$ cat src/rtl/priority_encoder_serializer.sv
// ---------------------------------------------------------------------------
// priority_encoder_serializer
//
// Captures a request vector and serialises the index of every set bit, highest
// bit first, over a valid/ready handshake. This is the inverse of a 2-to-4
// enable decoder: each emitted index can drive a decoder's select lines.
//
// Ports
//   clk    in   1      rising-edge clock
//   rst_n  in   1      asynchronous active-low reset
//   en     in   1      enable; low pauses loading and emission
//   load   in   1      capture req when idle and enabled
//   req    in   WIDTH  request vector, bit WIDTH-1 has the highest priority
//   ready  in   1      consumer accepts y this cycle
//   y      out  IDX_W  index of the highest pending bit
//   valid  out  1      y is meaningful
//   busy   out  1      pending vector non-empty (emitting)
//   none   out  1      one-cycle pulse: load seen with req == 0
//   done   out  1      one-cycle pulse: last pending index accepted
//
// All outputs come straight from flops.
// ---------------------------------------------------------------------------
module priority_encoder_serializer #(
  parameter int WIDTH = 4,
  parameter int IDX_W = $clog2(WIDTH)
) (
  input  logic             clk,
  input  logic             rst_n,
  input  logic             en,
  input  logic             load,
  input  logic [WIDTH-1:0] req,
  input  logic             ready,
  output logic [IDX_W-1:0] y,
  output logic             valid,
  output logic             busy,
  output logic             none,
  output logic             done
);

  typedef enum logic [0:0] {
    ST_IDLE = 1'b0,
    ST_EMIT = 1'b1
  } state_e;

  state_e           state_q,   state_d;
  logic [WIDTH-1:0] pending_q, pending_d;
  logic [IDX_W-1:0] y_q,       y_d;
  logic             valid_q,   valid_d;
  logic             busy_q,    busy_d;
  logic             none_q,    none_d;
  logic             done_q,    done_d;

  logic             xfer;
  logic [WIDTH-1:0] pending_clr;

  // Index of the highest set bit; scanning upward lets the last hit win.
  // Returns 0 for an all-zero vector, which callers never rely on.
  function automatic logic [IDX_W-1:0] msb_index(input logic [WIDTH-1:0] v);
    logic [IDX_W-1:0] idx;
    idx = '0;
    for (int i = 0; i < WIDTH; i++) begin
      if (v[i]) idx = IDX_W'(i);
    end
    return idx;
  endfunction

  // A transfer is the consumer seeing valid and asserting ready. It is honoured
  // even if en drops in that same cycle: the consumer has already taken y, so
  // withholding the transfer would duplicate the index.
  assign xfer        = valid_q & ready;
  assign pending_clr = pending_q & ~(WIDTH'(1) << y_q);

  always_comb begin
    // NOTE: every variable gets a default before the case so no path leaves
    // one unassigned, which would otherwise infer a latch.
    state_d   = state_q;
    pending_d = pending_q;
    y_d       = y_q;
    valid_d   = valid_q;
    busy_d    = busy_q;
    none_d    = 1'b0;
    done_d    = 1'b0;

    unique case (state_q)
      ST_IDLE: begin
        valid_d = 1'b0;
        busy_d  = 1'b0;
        if (en && load) begin
          if (req != '0) begin
            pending_d = req;
            y_d       = msb_index(req);
            valid_d   = 1'b1;
            busy_d    = 1'b1;
            state_d   = ST_EMIT;
          end else begin
            none_d = 1'b1;
          end
        end
      end

      ST_EMIT: begin
        busy_d = 1'b1;
        if (xfer) begin
          pending_d = pending_clr;
          if (pending_clr == '0) begin
            // Last index accepted; y keeps its final value while idle.
            valid_d = 1'b0;
            busy_d  = 1'b0;
            done_d  = 1'b1;
            state_d = ST_IDLE;
          end else begin
            // Next index presented on the following cycle, no bubble.
            y_d     = msb_index(pending_clr);
            valid_d = en;
          end
        end else begin
          // Holding: y and pending stay put, valid follows en one cycle later.
          valid_d = en;
        end
      end

      default: begin
        state_d = ST_IDLE;
      end
    endcase
  end

  // NOTE: sequential state uses non-blocking assignments so every flop samples
  // the pre-edge value of its inputs regardless of statement order.
  always_ff @(posedge clk or negedge rst_n) begin
    if (!rst_n) begin
      state_q   <= ST_IDLE;
      pending_q <= '0;
      y_q       <= '0;
      valid_q   <= 1'b0;
      busy_q    <= 1'b0;
      none_q    <= 1'b0;
      done_q    <= 1'b0;
    end else begin
      state_q   <= state_d;
      pending_q <= pending_d;
      y_q       <= y_d;
      valid_q   <= valid_d;
      busy_q    <= busy_d;
      none_q    <= none_d;
      done_q    <= done_d;
    end
  end

  assign y     = y_q;
  assign valid = valid_q;
  assign busy  = busy_q;
  assign none  = none_q;
  assign done  = done_q;

endmodule

$ cat config.mk
export PLATFORM = sky130hd
export DESIGN_NAME = priority_encoder_serializer
export DESIGN_NICKNAME = d
export VERILOG_FILES = /design/src/rtl/priority_encoder_serializer.sv
export SDC_FILE = /design/constraint.sdc
export NUM_CORES = 1
export LEC_CHECK = 0
export CORE_AREA = 2 2 39 41
export DETAILED_ROUTE_END_ITERATION = 8
export DIE_AREA = 0 0 41 43
export GPL_ROUTABILITY_DRIVEN = 0
export PLACE_DENSITY = 0.7
export SLEW_MARGIN = 20
export SYNTH_ARGS = -nofsm -noshare
export SYNTH_HDL_FRONTEND = slang
export SYNTH_SLANG_ARGS = --single-unit
$ cat constraint.sdc
create_clock -name clk -period 3.3 [get_ports clk]
set_clock_uncertainty 0.1 [all_clocks]
set_input_delay 0.66 -clock clk [delete_from_list [all_inputs] [get_ports clk]]
set_output_delay 0.66 -clock clk [all_outputs]
set_load 0.02 [all_outputs]
======== After elaboration in Yosys (flattened, before gate mapping) ========
Cells that the tools add are included.
operators by class
  equality and inequality tests ........... 4
  shift-type cells ........................ 1
  multiplexer cells ....................... 29
  bitwise gates (word level) .............. 4
  reduce and logical (&&, ||, !) cells .... 5
operator list
  cell                   count
  $mux W2                8
  $mux W1                14
  $mux W4                3
  $pmux W4 S2            1
  $ne A2 B2 Y1 const B   3
  $and A4 B4 Y4          1
  $logic_not A4 Y1       1
  $not A4 Y4             1
  $pmux W1 S2            2
  $pmux W2 S2            1
  $reduce_and A4 Y1      1
  $reduce_bool A4 Y1     1
  $shl A1 B2 Y4 const A  1
  $reduce_and A3 Y1      1
  $ne A2 B1 Y1 const B   1
  $and A1 B1 Y1          1
  $logic_and A1 B1 Y1    1
  $not A1 Y1             1
storage, ports and cells
  bits in registers ....................... 10
  input bits .............................. 9
  word-level logic and storage cells ...... 49

======== Depth between registers and ports, before layout ========
Gate-level depths: netlist (run 1).
  word-level depth ........................ 9
  gate-level depth with buffers ........... 6
  mapped depth without buffers ............ 5

======== Worst setup path after synthesis (run 1) ========
No wires, ideal clock.
  kind .................................... input -> register
  start ................................... in req[2]
  end ..................................... reg pending_q[0]
  arrival time ............................ 1532 ps
  setup slack ............................. 1548 ps
  stages on the path ...................... 6
  path buffers ............................ 1
  path through ............................ nor2_1 nand2_1 and2_1 buf_6 nor2b_1 a22o_1
between the ends
  cells in the longest elaborated chain, start to end .. 3
RTL lines
  what                         RTL line  source
  start, declared              31        input logic [WIDTH-1:0] req,
  $reduce_bool A4 Y1           89        if (req != '0) begin
  $ne A2 B2 Y1 (no line)       n/a
  $reduce_and A3 Y1 (no line)  n/a
  end signal, assigned         141       pending_q <= pending_d;
  end, declared                46        logic [WIDTH-1:0] pending_q, pending_d;
Every way passes these cells.
A chain may end at the register's enable or synchronous reset.

======== Worst setup path in the final report (run 1) ========
  start ................................... reg busy_q (netlist: busy)
  end ..................................... out busy
RTL lines
  what                    RTL line  source
  start, declared         49        logic busy_q, busy_d;
  start signal, assigned  144       busy_q <= busy_d;
  end, declared           35        output logic busy,
No word-level cell between the ends.

==> flow_summary.ini, run 1 <==
[clock_network]
cts_tree = done
cts_inserted_buffers = 3
clkSinkCount = 10
hold_buffers = 0
clockRootBuffer = clkbuf_4
clk_pin_slew_ns = 0.07
cts_setup_buffers = 0
cts.htree.levels = 1
cts_resized = 0
clock_latency_ns = 0.27
clock_path_buffers = 2

[placement]
io_buffers = 14

[critical_path]
slowest_delay_ns = 0.68
cp_slowest_cell = clkdlybuf4s50_1
worstSetupPathType = register to primary output
path_cells = clkdlybuf4s50_1
cp.required_ns = 2.54
reg2reg_slack_ns = 1.51
worst-path-max-fanout = 13
cp.arrival_ns = 1.51
end_kind = primary output
critical-path-top-delay-family = buffers and inverters
cp-start-kind = register
cp_num_buf_inv = 1

[routing]
first_iter_violations = 16
drt_first_pass_iters = 6
remaining_drc_errors = 0
routed_wl_mm = 1.10
ant_nets = 0
route.vias.total = 478
vias_per_cell = 5.20
routedWlPerCell_um = 12.0

[die]
pin_count = 15
coreArea_mm2 = 0.00138
rows = 14
fp.dieW_um = 41
die_area_mm2 = 0.00176
die_h_um = 43
start_util = 0.398

[timing]
maxSlewHeadroom = 0.714
fin_crit_sh = 0.687
rsz0062_at_grt = false
whs_ns = 0.457
finalMaxSlewViolations = 0
clock.fmax_mhz = 441
period_minus_slack_ns = 2.27
tightest_slew_ns = 0.428
setup_violations = 0
tns_ns = 0
hold_viol = 0

[global_route]
grt_antenna_before_repair = 0
grt_first_pass_wirelength_mm = 1.71
grt_max_degree = 14
grt_pass1_vias = 404
grt_overflow_total = 0
grt_usage = 0.151

[power_and_ir_drop]
vdd_ir_drop_max_uv = 389
clock_power_share = 0.167
p_comb_frac = 0.476
p_leak_nw = 0.305
power_per_cell_area_mw_per_mm2 = 922
seqPwrFrac = 0.357
power.switching_mw = 0.276
p_int_mw = 0.398
swShare = 0.410

[synth]
synthCells = 60
synth_common_cells = dfrtp_1 (10), nand2_1 (9), nor2_1 (7)
seq_area_frac_synth = 0.455
netlist.area_leader.share = 0.455
ys_warn_count = 0
syn_area_um2 = 551
synth_edf_count = 0
ys_types = 26
yosysMostFrequentCell = dfrtp_1
ys_async_sr_fraction = 1.00
synth_nets = 69
synth_area_leaders = dfrtp_1 (45%), nand2_1 (6.1%), nor2_1 (4.8%)
synth_top_area_cell = dfrtp_1
synthFlopType = dfrtp_1
avgSynthCellArea_um2 = 9.18
yosys_register_bits = 10

[final_layout]
drive_gt1_frac = 0.118
layout.nets = 86
antenna_cells = 0
fillers = 131
area_growth_syn_to_layout_pct = 32.7

[run]
maxCapViolCount = 0

[run_status]
status = finished clean

[worst_hold_path]
hold_path.class = register to register
layer usage:
layer	global-route usage	part of all wire	up-vias
met5	0	0	-
met4	0.100	0.031	0
met3	0.0471	0.056	5
met2	0.191	0.44	14
met1	0.212	0.47	217
li1	-	-	242
stage by stage:
stage	util	cell area (µm²)	setup WS, ns	total power [mW]	instances
floorplan	-	551	1.55	0.468	60
global placement	0.502	694	1.01	0.565	88
detailed placement	0.502	694	1.00	0.565	88
CTS	0.528	731	1.04	0.676	92
global route	0.528	731	0.987	0.721	92
finish	0.528	731	1.03	0.674	92
cell usage in the layout (no fill, tap or decap), types with 2 or more instances in the layout:
master	n
clkbuf_4	3
o21ai_0	3
a21oi_1	5
o21ai_1	2
inv_1	2
clkdlybuf4s50_1	14
nor2b_1	3
nand2_1	9
dfrtp_1	10
a22o_1	2
nor2_1	7
flip-flops by register name, summed over array words and instances, names as in the netlist:
name and cells:
pending_q 4, done 1, none 1, y 2, busy 1, valid 1
path summary, 6_finish.rpt:
kind                                           from                        to  cells past startpoint
max in group asynchronous                     rst_n          y[1]$_DFFE_PN0P_                      1
hold reg to reg            pending_q[2]$_DFFE_PN0P_  pending_q[2]$_DFFE_PN0P_                      1
min in group asynchronous                     rst_n  pending_q[1]$_DFFE_PN0P_                      1
setup reg to reg                     busy$_DFF_PN0_  pending_q[0]$_DFFE_PN0P_                      5
hold / removal             pending_q[2]$_DFFE_PN0P_  pending_q[2]$_DFFE_PN0P_                      1
setup / recovery                     busy$_DFF_PN0_                      busy                      1
power by group through the flow:
stage	Clock (mW)	Sequential [mW]	Combinational, mW
finish	0.113	0.241	0.320
global route	0.120	0.251	0.350
CTS	0.113	0.240	0.323
detailed placement	0	0.243	0.321
global placement	0	0.244	0.321
floorplan	0	0.246	0.222
cell families after synthesis:
kind of cell,share of synthesized area
multiplexers,0.0205
flip-flops,0.455
buffers and inverters,0.0432
AND/OR/NAND/NOR,0.214
AO/OA/AOI/OAI,0.250
adder cells (fa/ha/maj),0.0182
layout make-up:
cell class / count / area [µm²] / area share
clock buffers: 4 / 36.3 / 0.0497
repair buffers: 14 / 140 / 0.192
inverters: 2 / 7.51 / 0.0103
flip-flops and latches: 10 / 250 / 0.342
multi-input cells: 46 / 277 / 0.378
well taps: 16 / 20.0 / 0.0274
No activity file was read; power rests on OpenSTA's default activity.
==> run 2: changes to the inputs <==
CORE_AREA = unset   (was 2 2 39 41)
CORE_MARGIN = 2   (was unset)
CORE_UTILIZATION = 40   (was unset)
DIE_AREA = unset   (was 0 0 41 43)
PLACE_DENSITY = 0.71   (was 0.7)
clock period = 1.85 ns   (was 3.3 ns; I/O delays follow)
==> run 2 against run 1 <==
Effect of this change:
- sequential cell count stayed put
- clock power is 66% higher
- register-to-register slack got worse by 1.4 ns
- via count grew 5.6%
- utilization grew 8.2 points
- die area is 4.2% lower
- cell area up 8.6%
- sequential share of layout area is 2.7 points lower
- cell count rose by 7.6%
- critical endpoint is now valid
==> flow_summary.ini, run 2 (synthesis results as in run 1) <==
[critical_path]
worstSetupPathType = register to primary output
path_cells = clkdlybuf4s50_1
reg2regPathDepth = 5
cp_slowest_cell = clkdlybuf4s50_1
cp_num_cells = 1
worst-path-max-fanout = 3
reg2reg_slack_ns = 0.16
regToRegStartpoint = y[1]$_DFFE_PN0P_
critical-path-top-delay-family = buffers and inverters
slowest_delay_ns = 0.60
timing.rr.end = y[1]$_DFFE_PN0P_
cp-start-kind = register
startpoint = valid$_DFF_PN0_
cp.required_ns = 1.38
critPathCapture = valid
cp_num_buf_inv = 1
cp.arrival_ns = 1.22
end_kind = primary output

[routing]
vias_per_cell = 5.10
drt_first_pass_iters = 4
ant_nets = 0
routedWlPerCell_um = 11.5
routed_wl_mm = 1.14
first_iter_violations = 16
remaining_drc_errors = 0
route.vias.total = 505

[placement]
pre_cts_ws_ns = -0.0986
io_buffers = 14
hpwl_um = 925
dp.cells = 95

[clock_network]
cts.htree.levels = 1
cts_tree = done
clockRootBuffer = clkbuf_4
clkSinkCount = 10
cts_inserted_buffers = 3
clock_path_buffers = 2
clk_pin_slew_ns = 0.06
clock_latency_ns = 0.26

[run]
maxCapViolCount = 0

[final_layout]
instances_no_fill = 99
drive_gt1_frac = 0.202
layout.nets = 94
antenna_cells = 0
final_cell_mix = clkdlybuf4s50_1 (11), dfrtp_1 (10), nand2_1 (9)
regArea_um2 = 250
largest_reg_flops = 4
fillers = 122
layout_commonest_cell = clkdlybuf4s50_1
multiInputGateArea_um2 = 277
largest_register = pending_q
area_growth_syn_to_layout_pct = 44.1

[global_route]
grt_usage = 0.179
grt_max_degree = 11
grt_overflow_total = 0
grt_pass1_vias = 446
grt_first_pass_wirelength_mm = 1.86
grt_antenna_before_repair = 0

[power_and_ir_drop]
power.switching_mw = 0.489
clock_power_share = 0.153
p_comb_frac = 0.510
p_leak_nw = 0.355
power_mw = 1.23
vdd_ir_drop_max_uv = 961
power_per_cell_area_mw_per_mm2 = 1550
seqPwrFrac = 0.337
p_int_mw = 0.738
swShare = 0.399

[die]
rows = 13
fp.dieW_um = 41.1
coreArea_mm2 = 0.00130
start_util = 0.423
die_area_mm2 = 0.00169
pin_count = 15
die_h_um = 41.1

[timing]
maxSlewHeadroom = 0.706
finalMaxSlewViolations = 0
fin_crit_sh = 0.914
rsz0062_at_grt = false
fin_ws_ns = 0.159
setup_violations = 0
tightest_slew_ns = 0.440
hold_viol = 0
clock.fmax_mhz = 591
period_minus_slack_ns = 1.69

[run_status]
status = finished clean

[worst_hold_path]
hold_path.class = input pin to async pin
[run 2: cell count changes in the layout (fill, tap and decap cells not counted), sizes merged]
| cell | delta |
|---|---|
| buf | +8 |
| clkdlybuf4s50 | -3 |
| dlymetal6s2s | +2 |
| dlygate4sd2 | +1 |
[run 2: routing by layer]
| metal | track usage | routed length [µm] | vias up |
|---|---|---|---|
| met5 | 0 | 0 | - |
| met3 | 0.0870 | 46 | 2 |
| met1 | 0.207 | 533 | 233 |
| met4 | 0.0968 | 16 | 0 |
| met2 | 0.270 | 545 | 12 |
| li1 | - | - | 258 |
[run 2: power groups by stage]
| stage | Clock (mW) | Combinational, mW | Sequential [mW] |
|---|---|---|---|
| finish | 0.188 | 0.625 | 0.414 |
| global route | 0.210 | 0.685 | 0.430 |
| CTS | 0.199 | 0.631 | 0.414 |
| detailed placement | 0 | 0.633 | 0.419 |
| global placement | 0 | 0.629 | 0.419 |
| floorplan | 0 | 0.396 | 0.439 |
[run 2: worst register-to-register path: cells and delay by family, from the launching register on]
kind,cells,cell delay (ns)
simple gates,2,0.43
compound gates,3,0.60
flops,1,0.46
[run 2: final cells by class]
class                   count  area share
repair buffers             22       0.257
inverters                   2     0.00946
multi-input cells          46       0.349
well taps                  15      0.0237
clock buffers               4      0.0457
flip-flops and latches     10       0.315
[run 2: repair_timing]
action,CTS,global route
setup endpoints to repair,1,2
hold buffers,0,0
setup buffers,0,0
pin swaps,0,0
gates resized for setup,1,2
[run 2: how the worst min path moves through the flow]
stage               cells past startpoint                       end                startpoint  slack (ns)
global route                            1  pending_q[1]$_DFFE_PN0P_                     rst_n        0.33
CTS                                     1            done$_DFF_PN0_                     rst_n        0.32
floorplan                               0            busy$_DFF_PN0_                     rst_n       -0.03
detailed placement                      1  pending_q[2]$_DFFE_PN0P_  pending_q[2]$_DFFE_PN0P_        0.44
global placement                        2            done$_DFF_PN0_           valid$_DFF_PN0_        0.45
finish                                  1  pending_q[1]$_DFFE_PN0P_                     rst_n        0.32
[run 2: through the flow]
step	util	TNS, ns	hold slack (ns)	instance area [µm²]
2_1_floorplan	-	0	-0.0256	551
3_3_place_gp	0.579	-0.226	0.448	753
3_5_place_dp	0.579	-0.324	0.437	753
4_1_cts	0.606	0	0.323	788
5_1_grt	0.610	0	0.334	793
6_report	0.610	0	0.318	793
==> run 3: changes to the inputs <==
SLEW_MARGIN = 40   (was 20)
==> results of run 3 <==
No change in the layout: final DEF, timing and power equal those of run 2.
